**config.mk**
```make
export PLATFORM = sky130hd
export DESIGN_NAME = pipe_stage_reg
export DESIGN_NICKNAME = d
export VERILOG_FILES = /design/src/rtl/pipe_pkg.sv /design/src/rtl/pipe_sat_counter.sv /design/src/rtl/pipe_stage_reg.sv
export SDC_FILE = /design/constraint.sdc
export NUM_CORES = 1
export LEC_CHECK = 0
export CAP_MARGIN = 15
export CORE_AREA = 4 4 198 181
export CTS_BUF_LIST = sky130_fd_sc_hd__clkbuf_16
export DETAILED_ROUTE_END_ITERATION = 16
export DIE_AREA = 0 0 202 185
export PLACE_DENSITY = 0.79
export SLEW_MARGIN = 20
export SYNTH_ARGS = -nofsm -noshare
export SYNTH_HDL_FRONTEND = slang
export SYNTH_SLANG_ARGS = --single-unit
```
**constraint.sdc**
```tcl
create_clock -name clk -period 2.01 [get_ports clk]
set_input_delay 0.201 -clock clk [delete_from_list [all_inputs] [get_ports clk]]
set_output_delay 0.201 -clock clk [all_outputs]
set_load 0.1 [all_outputs]
```
**src/rtl/pipe_pkg.sv**
```systemverilog
// Shared pipeline definitions: control-field layout of each stage boundary and
// the derived payload widths used to size pipe_stage_reg instances.
package pipe_pkg;

  localparam int REG_ADDR_W   = 5;
  localparam int WORD_W       = 32;
  localparam int PERF_CNT_W   = 16;

  // ID/EX control field widths
  localparam int REG_WR_W     = 1;
  localparam int MEM_WR_W     = 1;
  localparam int MEM_RD_W     = 1;
  localparam int BRANCH_W     = 1;
  localparam int MEM_TO_REG_W = 1;
  localparam int PC_SRC_W     = 2;
  localparam int REG_DST_W    = 2;
  localparam int ALU_SRC1_W   = 1;
  localparam int ALU_SRC2_W   = 2;
  localparam int SIGN_W       = 1;

  // ID/EX field offsets inside up_ctrl/dn_ctrl, packed LSB first
  localparam int ID_EX_REG_WR_OFF     = 0;
  localparam int ID_EX_MEM_WR_OFF     = ID_EX_REG_WR_OFF     + REG_WR_W;
  localparam int ID_EX_MEM_RD_OFF     = ID_EX_MEM_WR_OFF     + MEM_WR_W;
  localparam int ID_EX_BRANCH_OFF     = ID_EX_MEM_RD_OFF     + MEM_RD_W;
  localparam int ID_EX_MEM_TO_REG_OFF = ID_EX_BRANCH_OFF     + BRANCH_W;
  localparam int ID_EX_PC_SRC_OFF     = ID_EX_MEM_TO_REG_OFF + MEM_TO_REG_W;
  localparam int ID_EX_REG_DST_OFF    = ID_EX_PC_SRC_OFF     + PC_SRC_W;
  localparam int ID_EX_ALU_SRC1_OFF   = ID_EX_REG_DST_OFF    + REG_DST_W;
  localparam int ID_EX_ALU_SRC2_OFF   = ID_EX_ALU_SRC1_OFF   + ALU_SRC1_W;
  localparam int ID_EX_SIGN_OFF       = ID_EX_ALU_SRC2_OFF   + ALU_SRC2_W;
  localparam int ID_EX_RS_OFF         = ID_EX_SIGN_OFF       + SIGN_W;
  localparam int ID_EX_RT_OFF         = ID_EX_RS_OFF         + REG_ADDR_W;
  localparam int ID_EX_RD_OFF         = ID_EX_RT_OFF         + REG_ADDR_W;
  localparam int ID_EX_CTRL_W         = ID_EX_RD_OFF         + REG_ADDR_W;

  // EX/MEM keeps only what the memory and write-back stages consume
  localparam int EX_MEM_REG_WR_OFF     = 0;
  localparam int EX_MEM_MEM_WR_OFF     = EX_MEM_REG_WR_OFF     + REG_WR_W;
  localparam int EX_MEM_MEM_RD_OFF     = EX_MEM_MEM_WR_OFF     + MEM_WR_W;
  localparam int EX_MEM_MEM_TO_REG_OFF = EX_MEM_MEM_RD_OFF     + MEM_RD_W;
  localparam int EX_MEM_RD_OFF         = EX_MEM_MEM_TO_REG_OFF + MEM_TO_REG_W;
  localparam int EX_MEM_CTRL_W         = EX_MEM_RD_OFF         + REG_ADDR_W;

  localparam int MEM_WB_REG_WR_OFF     = 0;
  localparam int MEM_WB_MEM_TO_REG_OFF = MEM_WB_REG_WR_OFF     + REG_WR_W;
  localparam int MEM_WB_RD_OFF         = MEM_WB_MEM_TO_REG_OFF + MEM_TO_REG_W;
  localparam int MEM_WB_CTRL_W         = MEM_WB_RD_OFF         + REG_ADDR_W;

  // ID/EX data: rs value, rt value, immediate, instruction, PC+4
  localparam int ID_EX_DATA_W = 5 * WORD_W;

  function automatic logic [REG_ADDR_W-1:0] id_ex_rd(input logic [ID_EX_CTRL_W-1:0] c);
    return c[ID_EX_RD_OFF +: REG_ADDR_W];
  endfunction

  function automatic logic id_ex_mem_access(input logic [ID_EX_CTRL_W-1:0] c);
    return c[ID_EX_MEM_WR_OFF] | c[ID_EX_MEM_RD_OFF];
  endfunction

endpackage

```
**src/rtl/pipe_sat_counter.sv**
```systemverilog
// Saturating event counter with synchronous clear; clear wins over increment.
module pipe_sat_counter #(
  parameter int CNT_W = 16
) (
  input  logic             clk,
  input  logic             reset,
  input  logic             inc,
  input  logic             clr,
  output logic [CNT_W-1:0] cnt
);

  always_ff @(posedge clk) begin
    if (reset || clr) begin
      cnt <= '0;
    end else if (inc && (cnt != {CNT_W{1'b1}})) begin
      cnt <= cnt + CNT_W'(1);
    end
  end

endmodule

```
**src/rtl/pipe_stage_reg.sv**
```systemverilog
// Flow-controlled pipeline stage register with optional one-entry skid slot,
// flush-to-bubble and saturating stall/flush performance counters.
module pipe_stage_reg
  import pipe_pkg::*;
#(
  parameter int DATA_W     = ID_EX_DATA_W,
  parameter int CTRL_W     = ID_EX_CTRL_W,
  parameter int SKID       = 1,
  parameter int CLEAR_DATA = 0,
  parameter int CNT_W      = PERF_CNT_W
) (
  input  logic              clk,
  input  logic              reset,
  input  logic              up_valid,
  output logic              up_ready,
  input  logic [DATA_W-1:0] up_data,
  input  logic [CTRL_W-1:0] up_ctrl,
  output logic              dn_valid,
  input  logic              dn_ready,
  output logic [DATA_W-1:0] dn_data,
  output logic [CTRL_W-1:0] dn_ctrl,
  input  logic              flush,
  input  logic              cnt_clr,
  output logic [CNT_W-1:0]  stall_cnt,
  output logic [CNT_W-1:0]  flush_cnt
);

  // Handshake: a beat moves on a side exactly when valid and ready are both
  // high at a rising clk edge; valid never depends on ready on either side.

  typedef struct packed {
    logic              valid;
    logic [CTRL_W-1:0] ctrl;
    logic [DATA_W-1:0] data;
  } slot_t;

  slot_t main_q, main_d;
  slot_t skid_q, skid_d;
  slot_t up_slot;
  logic  in_fire;
  logic  out_fire;
  logic  stall_inc;
  logic  flush_inc;

  // An emptied slot never carries live control bits downstream.
  function automatic slot_t drained(input slot_t s);
    slot_t r;
    r = '0;
    if (CLEAR_DATA == 0) r.data = s.data;
    return r;
  endfunction

  always_comb begin
    up_slot       = '0;
    up_slot.valid = 1'b1;
    up_slot.ctrl  = up_ctrl;
    up_slot.data  = up_data;
  end

  always_comb begin
    if (SKID != 0) up_ready = ~skid_q.valid;
    else           up_ready = dn_ready | ~main_q.valid;
  end

  assign in_fire  = up_valid & up_ready;
  assign out_fire = main_q.valid & dn_ready;

  always_comb begin
    main_d = main_q;
    skid_d = skid_q;
    if (flush) begin
      main_d = drained(main_q);
      skid_d = drained(skid_q);
    end else if (SKID != 0) begin
      if (!main_q.valid || out_fire) begin
        if (skid_q.valid) begin
          main_d = skid_q;
          skid_d = in_fire ? up_slot : drained(skid_q);
        end else if (in_fire) begin
          main_d = up_slot;
        end else begin
          main_d = drained(main_q);
        end
      end else if (in_fire) begin
        skid_d = up_slot;
      end
    end else begin
      if (in_fire) begin
        main_d = up_slot;
      end else if (out_fire) begin
        main_d = drained(main_q);
      end
    end
  end

  always_ff @(posedge clk) begin
    if (reset) begin
      main_q <= '0;
      skid_q <= '0;
    end else begin
      main_q <= main_d;
      skid_q <= skid_d;
    end
  end

  assign dn_valid = main_q.valid;
  assign dn_data  = main_q.data;
  assign dn_ctrl  = main_q.ctrl;

  assign stall_inc = main_q.valid & ~dn_ready;
  assign flush_inc = flush & (main_q.valid | skid_q.valid);

  pipe_sat_counter #(.CNT_W(CNT_W)) u_stall_cnt (
    .clk   (clk),
    .reset (reset),
    .inc   (stall_inc),
    .clr   (cnt_clr),
    .cnt   (stall_cnt)
  );

  pipe_sat_counter #(.CNT_W(CNT_W)) u_flush_cnt (
    .clk   (clk),
    .reset (reset),
    .inc   (flush_inc),
    .clr   (cnt_clr),
    .cnt   (flush_cnt)
  );

endmodule

```
Word level (Yosys, flattened, before mapping)
Cells that the tools add are included.
Storage, ports and cells
  logic and storage cells: 37
  output and inout port bits: 222
  register bits after elaboration: 410
  bits of input ports: 194
Operators by class
  bitwise gates (word level): 8
  mux-type cells: 5
  equality and inequality tests: 3
  $add $sub $neg: 2
  reductions and logical operators: 11
Operator list (count)
  189-bit two-way mux: 5
  16-bit by 1-bit adder with 16-bit output, second input constant: 2
  16-bit != test, second input constant: 2
  3-bit AND reduction: 2
  1-bit bitwise AND: 4
  2-bit nonzero test: 2
  1-bit inverter: 3
  1-bit logical AND: 2
  1-bit logical OR: 2
  2-bit != test, second input constant: 1
  2-bit AND reduction: 1
  2-bit OR reduction: 1
  1-bit logical NOT: 1
  1-bit OR: 1

Depth between registers and ports, before layout
  depth in word-level cells: 5
  depth in mapped cells: 8
  gate-level depth less buffers: 5

Cells and area by module
A second synthesis with hierarchy kept.
Second synthesis, totals
  cells, all modules: 2197
  area, all modules: 19568.8 um2
By module, submodules not included
  pipe_stage_reg: sequential area each 7567.3 um2, area each 17874.6 um2, instances 1, cells an instance 2007
  pipe_sat_counter: sequential area each 320.3 um2, area each 847.1 um2, instances 2, cells an instance 95

Least setup slack after synthesis
No wires, ideal clock.
  kind: register to register
  start point: reg u_flush_cnt.cnt[6]
  end point: reg u_flush_cnt.cnt[7]
  cell stages (with the launch flop): 6
  buffers on the path: 1
  arrival time: 2335 ps
  slack: -439 ps
  setup time: 115 ps
  required time: 1895 ps
  clock period less this slack: 2449 ps
  cells stage by stage: dfxtp_1 -> nand4_1 -> nor4_2 -> buf_2 -> nor4_1 -> o21a_1
On the way
  cells in the longest elaborated chain, start to end: 2
  elaborated cells between the ends (all ways): 3
  classes of those cells: add/sub: 1; eq/ne: 1; reduce/logical: 1
Ends and longest elaborated chain
  start: declaration: line pipe_sat_counter.sv:9  | output logic [CNT_W-1:0] cnt
  start signal: assignment: line pipe_sat_counter.sv:16  | cnt <= cnt + CNT_W'(1);
  parallel branches: the longest is 2 deep, another holds 16-bit by 1-bit adder with 16-bit output
Several ways; the timed one is not identified.
A chain may end at the register's enable or synchronous reset.

Final worst setup path
  start point: reg u_stall_cnt.cnt[9]
  end point: reg u_stall_cnt.cnt[0]
On the way
  cells in the longest elaborated chain, start to end: 2
Ends and longest elaborated chain
  start: declaration: line pipe_sat_counter.sv:9
  start signal: assignment: line pipe_sat_counter.sv:16
  16-bit != test: line pipe_sat_counter.sv:15  | end else if (inc && (cnt != {CNT_W{1'b1}})) begin
  1-bit logical AND: line pipe_sat_counter.sv:15
No other way between the ends.

==> summary.txt <==
Status = finished clean
Most used DFF post-synth = dfxtp_1
Crit end category = flop
Fmax = 0.5492 GHz
Max VDD drop = 0.0006481 V
EDFF count, synth = 0
Worst Hold End = skid_q[151]
Worst Path Required = 2.47 ns
Io pins = 416
CTS Hold Bufs = 1
Yosys warns = 0
Max Buffers Root-to-Sink = 3
Die area = 37370 um^2
Crit path DAT = 2.28 ns
Drt via density = 5.765
Final Slew Violations = 0
Max_cap viols = 0
CP Launch Type = flop
Core Box Area = 33710 um^2
DP HPWL = 34280 um
Hold Path Cell Cnt = 3
CP Class = flop to flop
Gr ovfl total = 0
CTS sink count = 410
Synth top area cells = dfxtp_1, a221oi_2, nand2_1, nor3_1, a21oi_1
Post-synthesis average cell area = 8.914 um^2
Final Wtd Congestion = 0.9032
Async SR Flop Fraction = 0%
Synth unique cells = 54
DRC viols = 0
Hold crit path type = input pin to flop
Worst r2r src = u_stall_cnt.cnt[9]
Initial Util = 48.41%
Max transition margin = 41.17%
HP Start = up_data[151]
Reg-to-reg endpoint = u_stall_cnt.cnt[0]
Setup TNS = 0 ns
Period utilisation layout = 90.59%
Initial antenna violation count = 6
Cells after Synth = 1831
Layout Nets = 2385
Mapped Area = 16320 um^2
Area Overhead vs Synth = 35.69%
H-Tree Depth = 2
Syn Nets = 2027
Register Area = 8255 um^2
Via count = 15490
R2R depth = 4
First-pass GRT wire length = 81310 um
Clk slew on worst S/H paths = 0.06 ns
PortBufs = 415
Clock Skew = 0.01806 ns
TritonCTS clock tree = done
Worst skew pair latency = 0.53 ns
Final Hold Fails = 0
# rows = 64
Share of cells above drive strength 1 = 22.96%
Fillers = 2668
Post-synth top area cell = dfxtp_1
Final setup fails = 0
Final ANT Viol Nets = 0
Seq/Total Area, Yosys = 50.29%
Initial drt markers = 985
Non-filler cells, final = 2686
Gr usage total = 26.03%
Most frequent cells after synthesis = dfxtp_1, nand2_1, nor2_1, nor3_1, a21oi_1
Die height = 185 um
Wire per inst = 19.36 um
Cell total after placement = 2606
Post-Route WL = 52010 um
TritonCTS buffer count = 42
LEAKAGE = 8.345 nW
Synth top area share = 50.29%
R2R setup slack = 0.19 ns
Tmin final = 1.821 ns
First-pass iteration count of the detailed router = 5
Area of the multi-input gates = 7308 um^2
CP max FO = 8
Root Buffer = clkbuf_16
Pin count of the biggest net entering global routing = 193
Post-CTS Setup Bufs = 0
Number of global-route vias before repair = 15240
Horiz. Die Dim = 202 um
FF+latch count, synth = 410
Most common cell in the netlist = dfxtp_1
Post-CTS sizing = 0
RSZ-0062 raised after global routing = false
Slew @ Worst Pin = 0.8825 ns
Pwr Density = 914.3 nW/um^2
==> how the worst max path moves through the flow <==
stage                             from                 end  depth (start not counted)
floorplan           u_flush_cnt.cnt[6]  u_flush_cnt.cnt[7]                          5
global placement              dn_ready        dn_data[102]                          6
detailed placement            dn_ready        dn_data[102]                          6
CTS                 u_stall_cnt.cnt[9]  u_stall_cnt.cnt[0]                          4
global route        u_stall_cnt.cnt[9]  u_stall_cnt.cnt[0]                          4
finish              u_stall_cnt.cnt[9]  u_stall_cnt.cnt[0]                          4
==> worst max-delay path, stage by stage, from the launching register on <==
cell	delay [ns]
dfxtp_2	0.37
nand4_1	0.33
nor4_2	0.72
o21ai_0	0.19
a21oi_1	0.15
==> final cells by class <==
type | count | share of cell area (%)
well taps | 462 | 2.610
inverters | 7 | 0.1186
diodes | 7 | 0.07910
clock buffers | 45 | 5.085
repair buffers | 486 | 20.55
clock inverters | 27 | 1.277
flip-flops and latches | 410 | 37.28
multi-input cells | 1242 | 33.00
==> layer usage <==
layer / global-route usage [%] / share of wire, % / wire length, um / vias to the layer above
met3: 5.427 / 6.8 / 3533 / 101
met2: 44.00 / 49 / 25340 / 562
met1: 33.05 / 41 / 21550 / 7505
li1: - / - / - / 7318
met4: 9.923 / 3.1 / 1587 / 0
met5: 0 / 0 / 0 / -
==> layout by cell type (no fill, tap or decap), types with 45 or more instances in the layout <==
cell type / n
clkdlybuf4s50_1: 192
nand2_1: 336
nor2_1: 198
nor3_1: 194
dfxtp_1: 376
a221oi_1: 86
a221oi_2: 100
a21oi_1: 181
buf_4: 259
clkbuf_16: 45
==> metrics by stage <==
step	setup slack [ns]	instance area, um^2	utilization, %	hold WS (ns)	power, W
finish	0.1892	22150	65.69	0.2475	0.02025
global route	0.01480	22140	65.68	0.2343	0.02086
CTS	0.2119	22130	65.64	0.2210	0.02035
detailed placement	-0.05395	20710	61.43	0.4463	0.01242
global placement	-0.02116	20710	61.43	0.4415	0.01238
floorplan	-0.01140	16360	-	0.3337	0.01121
==> cell families (layout without fill, tap and decap cells) <==
logic type / count (synthesis) / in the layout / synth area share (%)
AO/OA/AOI/OAI: 444 / 444 / 23.12
XOR/XNOR: 1 / 1 / 0.05367
adder cells (fa/ha/maj): 2 / 2 / 0.1533
buffers and inverters: 179 / 565 / 5.106
flip-flops: 410 / 410 / 50.29
other: 0 / 7 / 0
AND/OR/NAND/NOR: 795 / 795 / 21.27
==> where the power goes <==
group	total (W)	internal, W	switching, W
clock network	0.00799	0.00479	0.00320
registers	0.00857	0.00839	0.000180
logic	0.00369	0.00105	0.00263
total	0.0202	0.0142	0.00601
==> sequential cells by signal, summed over array words and instances (netlist names) <==
name / cells
u_stall_cnt.cnt: 16
dn_valid: 1
dn_data: 160
skid_q: 189
dn_ctrl: 28
u_flush_cnt.cnt: 16
Power figures use the tool's default switching activity.
